<file path="config.mk">
export PLATFORM = sky130hd
export DESIGN_NAME = csr_file
export DESIGN_NICKNAME = d
export VERILOG_FILES = /design/src/rtl/csr_file.sv
export SDC_FILE = /design/constraint.sdc
export NUM_CORES = 1
export LEC_CHECK = 0
export ABC_AREA = 1
export BUFFER_PORTS_ARGS = -buffer_cell sky130_fd_sc_hd__buf_4
export CELL_PAD_IN_SITES_DETAIL_PLACEMENT = 0
export CELL_PAD_IN_SITES_GLOBAL_PLACEMENT = 1
export CORE_UTILIZATION = 35
export CTS_CLUSTER_SIZE = 10
export DETAILED_ROUTE_END_ITERATION = 8
export PLACE_DENSITY_LB_ADDON = 0.1
export SYNTH_ARGS = -nofsm -noshare
export SYNTH_HDL_FRONTEND = slang
export SYNTH_SLANG_ARGS = --single-unit
</file>
<file path="constraint.sdc">
create_clock -name clock -period 1.7 [get_ports clock]
set_input_delay 0.17 -clock clock [delete_from_list [all_inputs] [get_ports clock]]
set_output_delay 0.17 -clock clock [all_outputs]
set_load 0.1 [all_outputs]
</file>
<file path="src/rtl/csr_file.sv">
// ---------------------------------------------------------------------------
// csr_file
// Machine-mode CSR file. Answers combinational CSR reads from execute,
// applies committed writes from writeback, and handles trap entry and MRET
// side effects. Also maintains mcycle/minstret, synchronizes the interrupt
// lines into MIP, and reports the pending interrupt and trap vector.
//
// Ports:
//   clock, reset              clock; asynchronous active-low reset
//   readCSR / readData        4-bit CSR select, 32-bit combinational read
//   writeEnable/writeCSR/writeData   committed CSR write
//   retire                    one instruction retired (minstret increment)
//   trapEnter/trapPC/trapCause/trapValue   trap entry and its saved state
//   mretCommit                MRET retired
//   external/timer/softwareInterrupt      asynchronous interrupt lines
//   interruptRequest/interruptCause       enabled pending interrupt + cause
//   trapVector, mepcOut       MTVEC (direct mode) and MEPC
// ---------------------------------------------------------------------------
module csr_file #(
  parameter logic [31:0] MTVEC_RESET     = 32'h0000_0000,
  parameter int          COUNTERS_ENABLE = 1
) (
  input  logic        clock,
  input  logic        reset,
  input  logic [3:0]  readCSR,
  output logic [31:0] readData,
  input  logic        writeEnable,
  input  logic [3:0]  writeCSR,
  input  logic [31:0] writeData,
  input  logic        retire,
  input  logic        trapEnter,
  input  logic [31:0] trapPC,
  input  logic [31:0] trapCause,
  input  logic [31:0] trapValue,
  input  logic        mretCommit,
  input  logic        externalInterrupt,
  input  logic        timerInterrupt,
  input  logic        softwareInterrupt,
  output logic        interruptRequest,
  output logic [31:0] interruptCause,
  output logic [31:0] trapVector,
  output logic [31:0] mepcOut
);

  localparam logic [3:0] CSR_MSTATUS  = 4'd0;
  localparam logic [3:0] CSR_MIE      = 4'd1;
  localparam logic [3:0] CSR_MTVEC    = 4'd2;
  localparam logic [3:0] CSR_MSCRATCH = 4'd3;
  localparam logic [3:0] CSR_MEPC     = 4'd4;
  localparam logic [3:0] CSR_MCAUSE   = 4'd5;
  localparam logic [3:0] CSR_MTVAL    = 4'd6;
  localparam logic [3:0] CSR_MIP      = 4'd7;
  localparam logic [3:0] CSR_MCYCLE   = 4'd8;
  localparam logic [3:0] CSR_MINSTRET = 4'd9;

  localparam logic [31:0] CAUSE_MEI = 32'h8000_000B;
  localparam logic [31:0] CAUSE_MSI = 32'h8000_0003;
  localparam logic [31:0] CAUSE_MTI = 32'h8000_0007;

  localparam logic [31:0] ALIGN_MASK = 32'hFFFF_FFFC;

  // Architectural state. MSTATUS and MIE only keep their writable bits;
  // the read mux rebuilds the full 32-bit view.
  logic        mstatus_mie;
  logic        mstatus_mpie;
  logic        mie_meie;
  logic        mie_mtie;
  logic        mie_msie;
  logic [31:0] mtvec;
  logic [31:0] mscratch;
  logic [31:0] mepc;
  logic [31:0] mcause;
  logic [31:0] mtval;
  logic [31:0] mcycle;
  logic [31:0] minstret;

  // Interrupt synchronizers: stage 1 may go metastable, stage 2 is MIP.
  logic [2:0]  irq_sync1;
  logic [2:0]  irq_sync2;
  logic [31:0] mip;
  logic [31:0] mie_view;
  logic [31:0] mstatus_view;
  logic [31:0] pending;

  logic wr_mstatus, wr_mie, wr_mtvec, wr_mscratch, wr_mepc;
  logic wr_mcause, wr_mtval, wr_mcycle, wr_minstret;

  assign wr_mstatus  = writeEnable && (writeCSR == CSR_MSTATUS);
  assign wr_mie      = writeEnable && (writeCSR == CSR_MIE);
  assign wr_mtvec    = writeEnable && (writeCSR == CSR_MTVEC);
  assign wr_mscratch = writeEnable && (writeCSR == CSR_MSCRATCH);
  assign wr_mepc     = writeEnable && (writeCSR == CSR_MEPC);
  assign wr_mcause   = writeEnable && (writeCSR == CSR_MCAUSE);
  assign wr_mtval    = writeEnable && (writeCSR == CSR_MTVAL);
  assign wr_mcycle   = writeEnable && (writeCSR == CSR_MCYCLE);
  assign wr_minstret = writeEnable && (writeCSR == CSR_MINSTRET);

  // Bit order of the sync vectors: [2]=external, [1]=timer, [0]=software.
  always_ff @(posedge clock or negedge reset) begin
    if (!reset) begin
      irq_sync1 <= 3'b000;
      irq_sync2 <= 3'b000;
    end else begin
      irq_sync1 <= {externalInterrupt, timerInterrupt, softwareInterrupt};
      irq_sync2 <= irq_sync1;
    end
  end

  // MSTATUS: trap entry beats MRET, which beats a software write.
  always_ff @(posedge clock or negedge reset) begin
    if (!reset) begin
      mstatus_mie  <= 1'b0;
      mstatus_mpie <= 1'b0;
    end else if (trapEnter) begin
      mstatus_mpie <= mstatus_mie;
      mstatus_mie  <= 1'b0;
    end else if (mretCommit) begin
      mstatus_mie  <= mstatus_mpie;
      mstatus_mpie <= 1'b1;
    end else if (wr_mstatus) begin
      mstatus_mie  <= writeData[3];
      mstatus_mpie <= writeData[7];
    end
  end

  // Trap-saved registers: a trap in the same cycle drops the CSR write.
  always_ff @(posedge clock or negedge reset) begin
    if (!reset) begin
      mepc   <= 32'h0;
      mcause <= 32'h0;
      mtval  <= 32'h0;
    end else if (trapEnter) begin
      mepc   <= trapPC & ALIGN_MASK;
      mcause <= trapCause;
      mtval  <= trapValue;
    end else begin
      if (wr_mepc)   mepc   <= writeData & ALIGN_MASK;
      if (wr_mcause) mcause <= writeData;
      if (wr_mtval)  mtval  <= writeData;
    end
  end

  // Plain software-written CSRs, untouched by traps.
  always_ff @(posedge clock or negedge reset) begin
    if (!reset) begin
      mie_meie <= 1'b0;
      mie_mtie <= 1'b0;
      mie_msie <= 1'b0;
      mtvec    <= MTVEC_RESET & ALIGN_MASK;
      mscratch <= 32'h0;
    end else begin
      if (wr_mie) begin
        mie_meie <= writeData[11];
        mie_mtie <= writeData[7];
        mie_msie <= writeData[3];
      end
      if (wr_mtvec)    mtvec    <= writeData & ALIGN_MASK;
      if (wr_mscratch) mscratch <= writeData;
    end
  end

  // Counters: a same-cycle write replaces the increment; both wrap naturally.
  generate
    if (COUNTERS_ENABLE != 0) begin : g_counters
      always_ff @(posedge clock or negedge reset) begin
        if (!reset) begin
          mcycle   <= 32'h0;
          minstret <= 32'h0;
        end else begin
          if (wr_mcycle) mcycle <= writeData;
          else           mcycle <= mcycle + 32'd1;
          if (wr_minstret) minstret <= writeData;
          else if (retire) minstret <= minstret + 32'd1;
        end
      end
    end else begin : g_no_counters
      assign mcycle   = 32'h0;
      assign minstret = 32'h0;
    end
  endgenerate

  assign mip          = {20'h0, irq_sync2[2], 3'b000, irq_sync2[1], 3'b000,
                         irq_sync2[0], 3'b000};
  assign mie_view     = {20'h0, mie_meie, 3'b000, mie_mtie, 3'b000,
                         mie_msie, 3'b000};
  assign mstatus_view = {19'h0, 2'b11, 3'b000, mstatus_mpie, 3'b000,
                         mstatus_mie, 3'b000};
  assign pending      = mip & mie_view;

  always_comb begin
    readData = 32'h0;
    case (readCSR)
      CSR_MSTATUS:  readData = mstatus_view;
      CSR_MIE:      readData = mie_view;
      CSR_MTVEC:    readData = mtvec;
      CSR_MSCRATCH: readData = mscratch;
      CSR_MEPC:     readData = mepc;
      CSR_MCAUSE:   readData = mcause;
      CSR_MTVAL:    readData = mtval;
      CSR_MIP:      readData = mip;
      CSR_MCYCLE:   readData = mcycle;
      CSR_MINSTRET: readData = minstret;
      default:      readData = 32'h0;
    endcase
  end

  // Priority MEI > MSI > MTI; cause reflects enabled pending lines even
  // while the global MIE bit masks the request itself.
  always_comb begin
    interruptCause = 32'h0;
    if (pending[11])     interruptCause = CAUSE_MEI;
    else if (pending[3]) interruptCause = CAUSE_MSI;
    else if (pending[7]) interruptCause = CAUSE_MTI;
  end

  assign interruptRequest = mstatus_mie & (|pending);
  assign trapVector       = mtvec;
  assign mepcOut          = mepc;

endmodule

</file>
==> results.py <==
metrics = {
    "global_route": {
        "grt_pass1_wl_um": 88200,
        "track_usage_pct": 30.2,
        "grt_max_degree": 65,
        "grt_pass1_vias": 14600,
        "antenna_found_initial": 0,
        "grt-ovfl-total": 0,
    },
    "min_path": {
        "holdCritStartpoint": "writeData[8]",
        "hold_end": "mcause[8]",
        "min_delay_path_depth": 3,
        "hold_class": "primary input to flop",
    },
    "floorplanning": {
        "die_x_um": 197,
        "initial_utilization_pct": 35.5,
        "core.rowCount": 71,
        "dieArea_um2": 38900,
        "core_um2": 37600,
        "io_pins": 274,
        "die_h_um": 197,
    },
    "synth": {
        "yosysTopAreaCellShare_pct": 43.3,
        "synthTopCellsByArea": "dfrtp_1 (43%), nand2_1 (21%), nand3_1 (5.7%), o211ai_1 (4.9%), o21ai_0 (4.1%)",
        "synth_cell_types": 39,
        "synth.avg_cell_area_um2": 7.18,
        "synth_area_leader_cell": "dfrtp_1",
        "yosys_warnings": 0,
        "synth_area_um2": 13300,
        "synth-edff-count": 0,
        "yosysMostFrequentCell": "nand2_1",
        "ys_seq_elements": 231,
        "synthFlopType": "dfrtp_1",
        "synth_commonest_cells": "nand2_1 (732), dfrtp_1 (231), nand3_1 (151)",
        "async_flop_share_pct": 100,
        "syn_inst": 1860,
        "synth_seq_area_share_pct": 43.3,
    },
    "detailed_routing": {
        "drt_first_iter_violations": 1252,
        "via_per_inst": 5.06,
        "post_drt_wl_per_cell_um": 20.0,
        "dr.pass1.iters": 7,
        "drc": 0,
        "wirelength_um": 58600,
        "vias": 14800,
        "ant_nets": 0,
    },
    "timing": {
        "setup_viol": 33,
        "fmax_mhz": 496,
        "rsz0062_at_grt": "true",
        "slew_viol_final": 0,
        "worst_pin_slew_ps": 1010,
        "post-route-min-period_ps": 2020,
        "fin_skew_ps": 8.85,
        "slew_headroom_pct": 32.8,
        "fin_ws_ps": -318,
        "finalCritPeriodShare_pct": 119,
        "hold_viol_final": 0,
        "holdWs_ps": 14.5,
    },
    "setup_path": {
        "path_delay_family": "simple AND/OR/NAND/NOR gates",
        "crit-reg2reg-launch": "mcycle[0]",
        "cp_slowest_stage_delay_ps": 460,
        "critPathKind": "flop to output pin",
        "critPathMaxFanout": 4,
        "rr_worst_depth": 12,
        "path_cells": "nand3_1 > nand4_1 > buf_12",
        "critPathLaunchType": "flop",
        "critPathBufInv": 1,
        "critical_path_required_ps": 1530,
        "critPathCaptureType": "output pin",
        "arrival_ps": 1850,
        "cp_slowest_cell": "dfrtp_1",
        "reg2reg_slack_ps": 10,
        "crit_cells": 3,
        "r2r_end": "mcycle[18]",
    },
    "clock_network": {
        "clock_path_buffers": 3,
        "htree_levels": 1,
        "tritoncts": "built",
        "root_buffer": "clkbuf_16",
        "clock-sinks": 231,
        "cts_made_buffers": 30,
        "clk_latency_ps": 580,
        "clk_pin_slew_ps": 60,
    },
    "cells_and_area": {
        "nets": 2544,
        "drive_gt1_share_pct": 34.0,
        "final_core_util_pct": 56.1,
        "syn_to_final_growth_pct": 58.0,
    },
    "power_and_ir_drop": {
        "power.total_mw": 22.9,
        "power_density_nw_per_um2": 1080,
        "p_leak_nw": 9.82,
        "vdd_drop_max_uv": 863,
    },
    "status": {
        "violations": "negative setup slack",
        "status": "finished with violations",
    },
    "place": {
        "globalplace.congestion": 0.945,
        "pre_cts_ws_ps": -161,
        "place_hpwl_um": 41900,
        "port_buffers": 240,
    },
    "run": {
        "drv_cap": 0,
    },
}
## routing by layer
| metal | up-vias | track usage, % | wire length, um |
|---|---|---|---|
| met4 | 0 | 7.29 | 1380 |
| met1 | 7133 | 44.3 | 27000 |
| li1 | 7041 | - | - |
| met3 | 67 | 5.72 | 4410 |
| met5 | - | 0 | 0 |
| met2 | 579 | 45.4 | 25800 |
## state kept, by name, summed over array words and instances, names as in the netlist, 30 cells and up
name	cells
minstret	32
mcause	32
mtval	32
mscratch	32
mcycle	32
mepcOut	30
trapVector	30
## worst max path at each step
stage	from	endpoint	slack, ps
after floorplan	trapVector[25]	readData[25]	-250
after global placement	readCSR[3]	readData[24]	-110
after detailed placement	readCSR[0]	readData[25]	-160
after CTS	trapVector[16]	readData[16]	-310
after global routing	trapVector[16]	readData[16]	-350
final	mcycle[16]	readData[16]	-320
## worst min-delay path, delay by kind of cell
family / cells / cell delay [ps]
compound gates: 1 / 110
buf+inv: 1 / 130
simple gates: 1 / 120
## cells by family (layout without fill, tap and decap cells)
family | count (synthesis) | in the layout | share of synthesized area [%]
other cells | 1 | 32 | 0.0281
fa+ha+maj | 2 | 2 | 0.187
compound gates | 275 | 275 | 12.6
xor+xnor | 22 | 22 | 1.44
buf+inv | 269 | 797 | 9.64
flops | 231 | 231 | 43.3
simple gates | 1060 | 1061 | 32.8
## cell usage in the layout, fill, tap and decap left out, types with 40 or more instances in the layout
cell type	n
nand2_1	685
buf_4	379
dfrtp_1	171
dlygate4sd3_1	145
nand3_1	106
o21ai_0	95
inv_1	94
o211ai_1	88
nor2_1	85
inv_2	53
buf_12	47
dfrtp_2	40
## where the power goes
group          internal [mW]  total (mW)  switching [mW]
clock network           3.88        6.43            2.55
registers               6.54        7.42           0.888
logic                   3.16        9.00            5.84
## metrics by stage
stage / TNS, ps / std cells / area [um2]
2_1_floorplan: -2500 / 1890 / 13800
3_3_place_gp: -1910 / 2625 / 16500
3_5_place_dp: -2010 / 2625 / 16500
4_1_cts: -4620 / 2907 / 20400
5_1_grt: -5900 / 2930 / 21100
6_report: -3710 / 2931 / 21100
## cell type report
type,count,area [um2]
Sequential cell,231,5910
Antenna cell,1,2.50
Clock buffer,46,851
Inverter,152,583
Clock inverter,8,130
Multi-Input combinational cell,1391,7470
Fill cell,3580,16500
Tap cell,511,639
Timing Repair Buffer,591,5500
## timing repair
| item | 4_1_cts | 5_1_grt |
|---|---|---|
| buffers inserted | 98 | 25 |
| hold endpoints to repair | 345 | 0 |
| gates resized for setup | 258 | 126 |
| endpoints found under the setup margin | 37 | 75 |
| gates cloned | 0 | 1 |
| hold buffers | 145 | 0 |
| pin swaps | 72 | 59 |
No activity file was read; power rests on OpenSTA's default activity.
